===== src/rtl/icd_pkg.sv =====
// icd_pkg: shared opcodes, FSM states and status bit positions for the ICD sequencer
package icd_pkg;
  localparam int ADDR_BYTES_DFLT = 3;
  localparam logic [3:0] OP_NOP    = 4'h0;
  localparam logic [3:0] OP_BUS_WR = 4'h1;
  localparam logic [3:0] OP_BUS_RD = 4'h2;
  localparam int ST_BUSY = 7;
  localparam int ST_RDUR = 1;
  localparam int ST_WROV = 0;
  typedef enum logic [2:0] {S_IDLE, S_ADDR, S_WDATA, S_RDATA, S_DISCARD} state_e;
endpackage


===== src/rtl/icd_bus_port.sv =====
// icd_bus_port: single-outstanding bus handshake with auto-incrementing address
module icd_bus_port
  import icd_pkg::*;
#(
  parameter int ADDR_W = 24
) (
  input  logic              clk6x,
  input  logic              reset,
  input  logic              issue_i,
  input  logic              we_i,
  input  logic              ld_i,
  input  logic [ADDR_W-1:0] ld_addr_i,
  input  logic [7:0]        wdata_i,
  input  logic              ack_i,
  output logic              req_o,
  output logic              we_o,
  output logic [ADDR_W-1:0] addr_o,
  output logic [7:0]        wdata_o,
  output logic              busy_o,
  output logic              ack_rd_o
);
  logic req_q, req_d, we_q, we_d;
  logic [ADDR_W-1:0] addr_q, addr_d;
  logic [7:0] wdata_q, wdata_d;
  assign req_o = req_q;
  assign we_o = we_q;
  assign addr_o = addr_q;
  assign wdata_o = wdata_q;
  assign busy_o = req_q;
  assign ack_rd_o = req_q & ack_i & ~we_q;
  // launch a transaction on issue; retire it on ack and step the address
  always_comb begin
    req_d = req_q;
    we_d = we_q;
    addr_d = addr_q;
    wdata_d = wdata_q;
    if (issue_i) begin
      req_d = 1'b1;
      we_d = we_i;
      wdata_d = wdata_i;
      addr_d = ld_i ? ld_addr_i : addr_q;
    end else if (req_q && ack_i) begin
      req_d = 1'b0;
      addr_d = addr_q + ADDR_W'(1);
    end
  end
  // handshake registers
  always_ff @(posedge clk6x or posedge reset) begin
    if (reset) begin
      req_q <= 1'b0;
      we_q <= 1'b0;
      addr_q <= '0;
      wdata_q <= '0;
    end else begin
      req_q <= req_d;
      we_q <= we_d;
      addr_q <= addr_d;
      wdata_q <= wdata_d;
    end
  end
endmodule


===== src/rtl/icd_spi_seq.sv =====
// icd_spi_seq: parses SPI command bytes into single-byte bus reads/writes and feeds the TX buffer
module icd_spi_seq
  import icd_pkg::*;
#(
  parameter int ADDR_W = 24,
  parameter int ADDR_BYTES = ADDR_BYTES_DFLT
) (
  input  logic              clk6x,
  input  logic              reset,
  input  logic              spi_csn_i,
  input  logic [7:0]        rx_byte_i,
  input  logic              rx_hdr_en_i,
  input  logic              rx_db_en_i,
  output logic [7:0]        tx_byte_o,
  output logic              tx_en_o,
  output logic              bus_req_o,
  output logic              bus_we_o,
  output logic [ADDR_W-1:0] bus_addr_o,
  output logic [7:0]        bus_wdata_o,
  input  logic              bus_ack_i,
  input  logic [7:0]        bus_rdata_i
);
  localparam int CW = $clog2(ADDR_BYTES + 1);
  state_e state_q, state_d;
  logic [CW-1:0] cnt_q, cnt_d;
  logic dir_q, dir_d, ld_q, ld_d, rdp_q, rdp_d, stale_q, stale_d;
  logic rdur_q, rdur_d, wrov_q, wrov_d, rdv_q, rdv_d;
  logic [ADDR_W-1:0] abuf_q, abuf_d;
  logic [7:0] rdat_q, rdat_d, status;
  logic [3:0] op;
  logic busy, ack_rd, issue, iss_we, port_ld, last;
  assign op = rx_byte_i[7:4];
  assign last = (state_q == S_ADDR) && (cnt_q == CW'(ADDR_BYTES - 1));
  assign tx_en_o = ~reset & ((state_q == S_IDLE) | rdv_q);
  assign tx_byte_o = rdv_q ? rdat_q : status;
  // status byte: busy plus the two sticky error flags
  always_comb begin
    status = '0;
    status[ST_BUSY] = busy;
    status[ST_RDUR] = rdur_q;
    status[ST_WROV] = wrov_q;
  end
  // command FSM: header decode, address assembly, read/write issue and error flags
  always_comb begin
    state_d = state_q;
    cnt_d = cnt_q;
    dir_d = dir_q;
    abuf_d = abuf_q;
    ld_d = ld_q;
    rdp_d = rdp_q;
    rdur_d = rdur_q;
    wrov_d = wrov_q;
    issue = 1'b0;
    iss_we = 1'b0;
    stale_d = stale_q & ~(busy & bus_ack_i);
    if (spi_csn_i || rx_hdr_en_i) begin
      rdp_d = 1'b0;
      ld_d = 1'b0;
      cnt_d = '0;
      if (busy && !bus_ack_i) stale_d = 1'b1;
    end
    if (spi_csn_i) state_d = S_IDLE;
    else if (rx_hdr_en_i) begin
      state_d = (op == OP_NOP) ? S_IDLE : (op == OP_BUS_WR || op == OP_BUS_RD) ? S_ADDR : S_DISCARD;
      dir_d = op == OP_BUS_WR;
      if (op == OP_NOP) begin
        rdur_d = 1'b0;
        wrov_d = 1'b0;
      end
    end else if (rx_db_en_i) begin
      if (state_q == S_ADDR) begin
        abuf_d[8*cnt_q +: 8] = rx_byte_i;
        cnt_d = cnt_q + CW'(1);
        if (last) begin
          state_d = dir_q ? S_WDATA : S_RDATA;
          ld_d = 1'b1;
          rdp_d = ~dir_q;
        end
      end
      if (state_q == S_WDATA) begin
        wrov_d = wrov_q | busy;
        issue = ~busy;
        iss_we = 1'b1;
      end
      if (state_q == S_RDATA) begin
        if (busy || rdp_q) rdur_d = 1'b1;
        else rdp_d = 1'b1;
      end
    end
    if (rdp_d && !busy) begin
      issue = 1'b1;
      iss_we = 1'b0;
      rdp_d = 1'b0;
    end
    port_ld = ld_d;
    if (issue) ld_d = 1'b0;
    rdv_d = ack_rd & ~stale_q & ~spi_csn_i & ~rx_hdr_en_i & (state_q == S_RDATA);
    rdat_d = rdv_d ? bus_rdata_i : rdat_q;
  end
  // sequencer state registers
  always_ff @(posedge clk6x or posedge reset) begin
    if (reset) begin
      state_q <= S_IDLE;
      cnt_q <= '0;
      dir_q <= 1'b0;
      abuf_q <= '0;
      ld_q <= 1'b0;
      rdp_q <= 1'b0;
      stale_q <= 1'b0;
      rdur_q <= 1'b0;
      wrov_q <= 1'b0;
      rdv_q <= 1'b0;
      rdat_q <= '0;
    end else begin
      state_q <= state_d;
      cnt_q <= cnt_d;
      dir_q <= dir_d;
      abuf_q <= abuf_d;
      ld_q <= ld_d;
      rdp_q <= rdp_d;
      stale_q <= stale_d;
      rdur_q <= rdur_d;
      wrov_q <= wrov_d;
      rdv_q <= rdv_d;
      rdat_q <= rdat_d;
    end
  end
  icd_bus_port #(.ADDR_W(ADDR_W)) u_port (
    .clk6x(clk6x),
    .reset(reset),
    .issue_i(issue),
    .we_i(iss_we),
    .ld_i(port_ld),
    .ld_addr_i(abuf_d),
    .wdata_i(rx_byte_i),
    .ack_i(bus_ack_i),
    .req_o(bus_req_o),
    .we_o(bus_we_o),
    .addr_o(bus_addr_o),
    .wdata_o(bus_wdata_o),
    .busy_o(busy),
    .ack_rd_o(ack_rd)
  );
endmodule


===== config.mk =====
export PLATFORM = sky130hd
export DESIGN_NAME = icd_spi_seq
export DESIGN_NICKNAME = d
export VERILOG_FILES = /design/src/rtl/icd_pkg.sv /design/src/rtl/icd_bus_port.sv /design/src/rtl/icd_spi_seq.sv
export SDC_FILE = /design/constraint.sdc
export NUM_CORES = 1
export LEC_CHECK = 0
export CORE_MARGIN = 3
export CORE_UTILIZATION = 54
export CTS_BUF_LIST = sky130_fd_sc_hd__clkbuf_4 sky130_fd_sc_hd__clkbuf_8 sky130_fd_sc_hd__clkbuf_16
export DETAILED_ROUTE_END_ITERATION = 12
export PLACE_DENSITY_LB_ADDON = 0.1
export SLEW_MARGIN = 20
export SYNTH_ARGS = -nofsm -noshare
export SYNTH_HDL_FRONTEND = slang
export SYNTH_HIERARCHICAL = 1
export SYNTH_SLANG_ARGS = --single-unit

===== constraint.sdc =====
create_clock -name clk6x -period 2.96 [get_ports clk6x]
set_input_delay 0.592 -clock clk6x [delete_from_list [all_inputs] [get_ports clk6x]]
set_output_delay 0.592 -clock clk6x [all_outputs]
set_load 0.1 [all_outputs]

==> results of run 1 <==
kinds of logic (layout without fill, tap and decap cells):
group,Yosys count,after routing,synth area share
and+or+nand+nor,164,164,0.2131
DFF,78,78,0.4743
AOI/OAI and AO/OA,77,77,0.1192
buffers and inverters,48,143,0.05625
muxes,38,38,0.09851
xor gates and xnor gates,11,11,0.02341
adders and majority gates,5,5,0.01520
power by group:
part           leakage (µW)  switching, µW  internal, µW  total (µW)
Sequential          0.00102           23.1          1120        1140
Combinational       0.00122            184          90.0         274
Clock              0.000114            372           480         852
state kept, by name, indices dropped and copies added, names as in the netlist, named ones only:
register / cells
u_port/addr_o: 24
dir_q: 1
rdv_q: 1
abuf_q: 24
u_port/we_o: 1
state_q: 3
wrov_q: 1
rdp_q: 1
cnt_q: 2
u_port/busy_o: 1
rdat_q: 8
ld_q: 1
u_port/wdata_o: 8
rdur_q: 1
worst max-delay path, cell delays in order:
cell and delay (ps):
clkdlybuf4s50_1 450, buf_4 180, or3b_1 400, nor4_1 260
a311o_1 250, buf_4 350, a21oi_1 110, a2bb2oi_1 260
o311ai_0 190, nand3_1 120
through the flow:
step	cell area (µm²)	total power (µW)	instances
2_1_floorplan	4115	1323	421
3_3_place_gp	4912	1426	599
3_5_place_dp	4912	1434	599
4_1_cts	5131	2283	615
5_1_grt	5145	2358	615
6_report	5145	2264	615
synth_stat cells, types with 2 or more instances:
cell       n  area (µm²)
nand2_1   40       150.1
or2_2      3       18.77
buf_4      3       22.52
and3_1     5       31.28
nor2b_1    3       18.77
nor3b_1    4       30.03
mux2i_1   18       180.2
o211ai_1   2       15.01
a211oi_1   5       37.54
nand3_1   28       140.1
and4_1     3       26.28
buf_6      5       56.30
o31a_1     8       70.07
mux2_2    20       225.2
inv_1     27       101.4
or3_1      4       25.02
o21ai_0   17       85.08
a21oi_1   11       55.05
buf_2      2       10.01
o21a_1     2       15.01
o311ai_0   2       17.52
o21ai_1   17       85.08
nor4_1     9       56.30
a31oi_1    2       12.51
a311oi_1   2       17.52
and4b_1    2       20.02
nand4_1   12       75.07
nor3_1     7       35.03
dfrtp_1   78        1952
nor2_1    22       82.58
xnor2_1    7       61.31
ha_1       5       62.56
xor2_1     4       35.03
clkbuf_1   7       26.28
nand2b_1   2       12.51
and2_1     9       56.30
buf_1      4       15.01
per-layer routing:
metal,up-vias,GRT usage,share of wire
met2,95,0.4175,0.48
met4,0,0.08059,0.014
met1,1664,0.3642,0.46
met3,11,0.04344,0.048
li1,1690,-,-
met5,-,0,0
cell type report:
type,instances,area (µm²),share of cell area
clock buffer,14,180.2,0.03502
inverter,27,101.3,0.01970
tap,99,123.9,0.02408
timing repair buffer,100,808.3,0.1571
sequential,78,1953,0.3796
clock inverter,2,38.79,0.007539
multi-input combinational,295,1939,0.3769
path summary, 6_finish.rpt:
kind / start / end / slack, ps / cells past startpoint
max in group asynchronous: reset / u_port/addr_o[12] / 1890 / 3
min in group asynchronous: reset / state_q[2] / 670 / 3
worst min-delay path: rdat_q[3] / rdat_q[3] / 500 / 1
worst max register to register: cnt_q[0] / u_port/addr_o[17] / 210 / 8
worst min register to register: rdat_q[3] / rdat_q[3] / 500 / 1
worst max-delay path: rx_hdr_en_i / u_port/addr_o[20] / 70 / 10
what timing repair did:
action                     4_1_cts  5_1_grt
setup endpoints to repair        1        4
pin swaps                        0        1
hold buffers                     0        0
resized for setup                1        4
==> impl_metrics.toml, run 1 <==
[floorplanning]
io_pins = 65
dieWidth_um = 93.30
die_h_um = 93.30
start_util = 0.5614
die-area_um2 = 8704
num_rows = 31
core_um2 = 7331

[cells_and_area]
drive_gt1_frac = 0.2422
area_delta_synth_final_pct = 25.02
mostFrequentLayoutCell = "buf_4"
final_util = 0.7018
layout_common_cells = "buf_4 (79), dfrtp_1 (77), nand2_1 (40), nand3_1 (28), inv_1 (27)"
nFillCells = 583
nNetsFinal = 538
num_antenna_cells = 0

[drt]
drc = 0
num_vias = 3460
dr.pass1.iters = 5
wl_per_cell_um = 17.53
via_per_inst = 5.626
drt_iter0_markers = 158
drt-total-wl_mm = 10.78
antenna_left = 0

[global_route]
grt_pass1_wl_mm = 17.22
grt_max_degree = 35
globalRouteOverflowTotal = 0
grt_pass1_vias = 3395
track_usage = 0.2606
antenna_found_initial = 0

[worst_setup_path]
cp_max_fo = 26
required_ps = 3240
cp.arrival_ps = 3170
critPathKind = "in -> reg"
startpoint_type = "primary input"
end_kind = "flip-flop"

[yosys]
synthCells = 421
avgSynthCellArea_um2 = 9.775
synth.distinct_cells = 57
yosysWarnings = 6
postSynth.asyncResetShare = 1.000
syn-cell-area_um2 = 4115
ys_ff_latch = 78
synthFlopType = "dfrtp_1"
seq_area_frac_synth = 0.4743
synth_edf_count = 0
synth_fp_nets = 448

[timing]
timing.final.crit_share = 0.9771
min_period_ps = 2892
hold_ws_ps = 498.8
worst_pin_slew_ps = 612.8
hold_viol_final = 0
setup_viol = 0
layout_setup_ws_ps = 67.84
worst_clock_skew_ps = 10.69
finalMaxSlewViolations = 0
rsz0062_at_grt = "no"
timing.slew.headroom = 0.5902
max_freq_mhz = 345.8
tns_ps = 0

[cts]
clk_pin_slew_worst_paths_ps = 70
htree_num_levels = 3
ctsRootBufferMaster = "clkbuf_8"
cts_tree = "done"
cts_buffer_depth = 2
cts_setup_buffers = 0
cts_sinks = 78
worstSkewPairLatency_ps = 350
cts_made_buffers = 9

[place]
place_ws_ps = -458.4
hpwlAfterDp_mm = 7.974
port_buffers = 64
gp_congestion = 0.9012

[pwr]
power.density_nw_per_um2 = 440.1
vdd_drop_max_mv = 0.2578
p_leak_uw = 0.002349

[min_path]
hold_path_class = "reg -> reg"

[status]
status = "finished, final reports clean"

[job]
maxCapViolCount = 0
Note: power is estimated with default switching activity, not from simulation.
==> run 2: changes to the inputs <==
--- a/config.mk
+++ b/config.mk
@@ -10,6 +10,7 @@
 export CTS_BUF_LIST = sky130_fd_sc_hd__clkbuf_4 sky130_fd_sc_hd__clkbuf_8 sky130_fd_sc_hd__clkbuf_16
 export DETAILED_ROUTE_END_ITERATION = 12
 export PLACE_DENSITY_LB_ADDON = 0.1
+export REMOVE_ABC_BUFFERS = 1
 export SLEW_MARGIN = 20
 export SYNTH_ARGS = -nofsm -noshare
 export SYNTH_HDL_FRONTEND = slang
==> impl_metrics.toml, run 2 (synthesized netlist as in run 1, its figures left out) <==
[status]
status = "finished, final reports clean"

[worst_setup_path]
critPathKind = "in -> reg"
crit_start = "spi_csn_i"
cp.arrival_ps = 3150
end_kind = "flip-flop"
cp_max_fo = 5
startpoint_type = "primary input"
required_ps = 3220
r2r-start = "cnt_q[0]"

[cts]
ctsRootBufferMaster = "clkbuf_8"
cts_buffer_depth = 2
worstSkewPairLatency_ps = 350
cts_made_buffers = 9
cts_tree = "done"
clk_pin_slew_worst_paths_ps = 90
cts_sinks = 78
hold_buffers = 0
htree_num_levels = 3

[global_route]
globalRouteOverflowTotal = 0
grt_max_degree = 45
grt_pass1_vias = 3601
grt_pass1_wl_mm = 17.63
antenna_found_initial = 0
track_usage = 0.2621

[cells_and_area]
num_antenna_cells = 0
nFillCells = 576
final_util = 0.7029
drive_gt1_frac = 0.2500
area_delta_synth_final_pct = 25.21
layout.cells.non_filler = 615
nNetsFinal = 538
layout_common_cells = "dfrtp_1 (78), buf_4 (78), nand2_1 (40), nand3_1 (28), inv_1 (27)"
seqCellArea_um2 = 1952
multi_input_area_um2 = 1961

[pwr]
p_leak_uw = 0.002331
p_seq_frac = 0.517
finalPower_uw = 2203
p_int_uw = 1593
vdd_drop_max_mv = 0.2860
power.density_nw_per_um2 = 427.6
switching_share = 0.2771
p_clk_frac = 0.362
power.switching_uw = 610.5
p_comb_frac = 0.121

[timing]
setup_viol = 0
hold_ws_ps = 500.9
max_freq_mhz = 345.6
min_period_ps = 2894
worst_pin_slew_ps = 649.4
finalMaxSlewViolations = 0
timing.slew.headroom = 0.5658
hold_viol_final = 0
rsz0062_at_grt = "no"
worst_clock_skew_ps = 9.915
timing.final.crit_share = 0.9776

[place]
dpl.cell_count = 599
hpwlAfterDp_mm = 7.863
port_buffers = 64
gp_congestion = 0.8813

[floorplanning]
die_h_um = 93.30
core_um2 = 7331
start_util = 0.5614
num_rows = 31
die-area_um2 = 8704
io_pins = 65
dieWidth_um = 93.30

[drt]
via_per_inst = 5.829
wl_per_cell_um = 17.70
antenna_left = 0
drt-total-wl_mm = 10.89
num_vias = 3585
drt_iter0_markers = 188
dr.pass1.iters = 4
drc = 0

[min_path]
hold_path_class = "reg -> reg"
hp-start = "abuf_q[22]"

[job]
maxCapViolCount = 0
-- run 2: worst paths after layout --
check                           slack [ps]  depth (start not counted)                 to
max in group asynchronous             1810                          3          abuf_q[8]
min in group asynchronous              730                          3  u_port/addr_o[23]
worst max-delay path                    70                          8  u_port/addr_o[17]
worst min register to register         500                          2         abuf_q[22]
worst max register to register         190                          8  u_port/addr_o[17]
worst min-delay path                   500                          2         abuf_q[22]
-- run 2: what timing repair did --
| action | in CTS | in global routing |
|---|---|---|
| endpoints found under the setup margin | 0 | 6 |
| resized for setup | 0 | 7 |
| setup buffers | 0 | 0 |
-- run 2: final cells by class --
type,count,area share
Clock inverter,7,0.01408
Multi-Input combinational cell,295,0.3805
Sequential cell,78,0.3788
Timing Repair Buffer,100,0.1588
Inverter,27,0.01967
Clock buffer,9,0.02404
Tap cell,99,0.02404
-- run 2: power by group through the flow --
stage,combinational [µW],sequential (µW),clock [µW]
after floorplan,127,1190,0
after global placement,259,1160,0
after detailed placement,265,1160,0
after CTS,268,1140,812
after global routing,290,1150,855
final,266,1140,797
-- run 2: per-layer routing --
layer / routed length [µm] / vias up / global-route usage
met3: 662 / 28 / 0.05551
met2: 5128 / 114 / 0.4193
met1: 4773 / 1749 / 0.3416
met5: 0 / - / 0
met4: 323 / 0 / 0.1197
li1: - / 1694 / -
-- run 2: through the flow --
step / area (µm²) / setup slack, ps / setup TNS [ps]
after floorplan: 3985 / -860.8 / -6099
after global placement: 4926 / -316.5 / -1748
final: 5152 / 66.29 / 0
after global routing: 5152 / 21.41 / 0
after CTS: 5122 / 36.37 / 0
after detailed placement: 4926 / -343.7 / -2498
-- run 2: worst max-delay path, cell delays in order --
cell             delay (ps)
clkdlybuf4s50_1         550
nor2_2                   60
a22o_1                  240
a311o_2                 420
nand3b_2                220
or4_4                   580
or2_1                   270
o311ai_2                220
==> run 3: changes to the inputs <==
--- a/config.mk
+++ b/config.mk
@@ -6,8 +6,8 @@
 export NUM_CORES = 1
 export LEC_CHECK = 0
 export CORE_MARGIN = 3
-export CORE_UTILIZATION = 54
-export CTS_BUF_LIST = sky130_fd_sc_hd__clkbuf_4 sky130_fd_sc_hd__clkbuf_8 sky130_fd_sc_hd__clkbuf_16
+export CORE_UTILIZATION = 49
+export CTS_BUF_LIST = sky130_fd_sc_hd__clkbuf_8 sky130_fd_sc_hd__clkbuf_16
 export DETAILED_ROUTE_END_ITERATION = 12
 export PLACE_DENSITY_LB_ADDON = 0.1
 export REMOVE_ABC_BUFFERS = 1
==> constraint.sdc (replaced) <==
create_clock -name clk6x -period 2.41 [get_ports clk6x]
set_input_delay 0.482 -clock clk6x [delete_from_list [all_inputs] [get_ports clk6x]]
set_output_delay 0.482 -clock clk6x [all_outputs]
set_load 0.1 [all_outputs]
==> impl_metrics.toml, run 3 (synthesized netlist as in run 1, its figures left out) <==
[cts]
cts_made_buffers = 9
worstSkewPairLatency_ps = 350
ctsRootBufferMaster = "clkbuf_8"
htree_num_levels = 3
cts_sinks = 78
cts_tree = "done"
cts_buffer_depth = 2
hold_buffers = 0
clk_pin_slew_worst_paths_ps = 80

[pwr]
finalPower_uw = 2943
vdd_drop_max_mv = 0.5669
p_leak_uw = 0.002532
power.density_nw_per_um2 = 534.8

[timing]
layout_setup_ws_ps = -55.59
hold_viol_final = 0
timing.slew.headroom = 0.6744
finalMaxSlewViolations = 0
min_period_ps = 2466
setup_viol = 4
hold_ws_ps = 492.9
rsz0062_at_grt = "yes"
worst_pin_slew_ps = 484.0
max_freq_mhz = 405.6
timing.final.crit_share = 1.023
worst_clock_skew_ps = 5.265

[floorplanning]
dieWidth_um = 97.64
io_pins = 65
die-area_um2 = 9534
num_rows = 32
start_util = 0.5191
core_um2 = 7928
die_h_um = 97.64

[worst_setup_path]
r2r-end = "u_port/addr_o[17]"
end_kind = "flip-flop"
cp_max_fo = 4
rrSetupSlack_ps = -60
startpoint_type = "flip-flop"
r2r-start = "state_q[0]"
cp.arrival_ps = 2720
required_ps = 2660
rr_worst_depth = 7
critPathKind = "reg -> reg"

[place]
gp_congestion = 0.9365
dpl.cell_count = 624
port_buffers = 64
place_ws_ps = -837.1
hpwlAfterDp_mm = 8.142

[drt]
wl_per_cell_um = 17.57
via_per_inst = 5.701
num_vias = 3677
drt-total-wl_mm = 11.33
antenna_left = 0
drt_iter0_markers = 307
dr.pass1.iters = 6
drc = 0

[cells_and_area]
final_util = 0.6943
layout_common_cells = "buf_4 (101), dfrtp_1 (78), nand2_1 (39), nand3_1 (28), inv_1 (27)"
mostFrequentLayoutCell = "buf_4"
num_antenna_cells = 0
layout.cells.non_filler = 645
drive_gt1_frac = 0.3039
area_delta_synth_final_pct = 33.75
nNetsFinal = 565

[min_path]
hold_path_class = "in -> reg"
min_to = "state_q[2]"
worstHoldPathCells = 3
hp-start = "rx_hdr_en_i"

[job]
maxCapViolCount = 0

[global_route]
grt_max_degree = 35
grt_pass1_vias = 3887
antenna_found_initial = 0
track_usage = 0.2481
grt_pass1_wl_mm = 19.09
globalRouteOverflowTotal = 0

[status]
status = "complete, but fails checks"
violations = "negative setup slack"
==> run 3: changes by cell type in the layout (fill, tap and decap cells not counted), sizes merged <==
cell | previous run | this run
bufbuf | 0 | 1
clkinvlp | 2 | 3
bufinv | 1 | 3
clkbuf | 9 | 10
clkinv | 3 | 0
dlymetal6s2s | 1 | 0
buf | 79 | 105
clkdlybuf4s50 | 20 | 18
dlygate4sd2 | 0 | 2
==> run 3: area by class of cell <==
type	instances	area (µm²)
clock buffers	9	123.9
clock inverters	7	121.4
fillers	618	2424
inverters	27	101.3
multi-input cells	295	2013
flip-flops and latches	78	1952
well taps	102	127.6
repair buffers	127	1065
==> run 3: per-layer routing <==
| metal | wire length [µm] | up-vias | GRT usage |
|---|---|---|---|
| met5 | 0 | - | 0 |
| met4 | 292 | 0 | 0.1012 |
| met3 | 711 | 28 | 0.05025 |
| met2 | 5371 | 160 | 0.4101 |
| met1 | 4958 | 1749 | 0.3182 |
| li1 | - | 1740 | - |
==> run 3: what timing repair did <==
action	4_1_cts	5_1_grt
pin swaps	7	7
endpoints found under the hold margin	0	0
endpoints found under the setup margin	22	12
buffers inserted	1	3
resized for setup	9	15
cloned	1	0
==> run 3: worst max-delay path, cell delays in order (launching register included) <==
cell and delay (ps):
dfrtp_1 420, and4bb_1 240, and4b_1 180, a311o_2 400, nand3b_4 180, or4_4 460
or2_4 260, o311ai_2 230
==> run 3: report_power, final <==
| group | leakage (µW) | internal (µW) | switching (µW) | total (µW) |
|---|---|---|---|---|
| registers | 0.00102 | 1370 | 25.8 | 1390 |
| logic | 0.00140 | 124 | 224 | 347 |
| clock network | 0.000112 | 691 | 510 | 1200 |
| total | 0.00253 | 2180 | 760 | 2940 |
==> run 3: metrics by stage <==
stage | instance area [µm²] | setup TNS (ps)
4_1_cts | 5428 | -110.3
3_3_place_gp | 5120 | -13710
5_1_grt | 5504 | -590.8
6_report | 5504 | -125.6
3_5_place_dp | 5120 | -15670
2_1_floorplan | 3985 | -24750
==> run 3: worst max-delay path by stage <==
stage,from,endpoint,slack (ps),cells past startpoint
3_3_place_gp,rx_db_en_i,u_port/addr_o[17],-750,8
6_report,state_q[0],u_port/addr_o[17],-60,7
3_5_place_dp,rx_db_en_i,u_port/addr_o[17],-840,8
2_1_floorplan,u_port/busy_o,u_port/addr_o[17],-1410,7
5_1_grt,cnt_q[0],u_port/addr_o[17],-150,9
4_1_cts,state_q[0],u_port/addr_o[18],-60,8
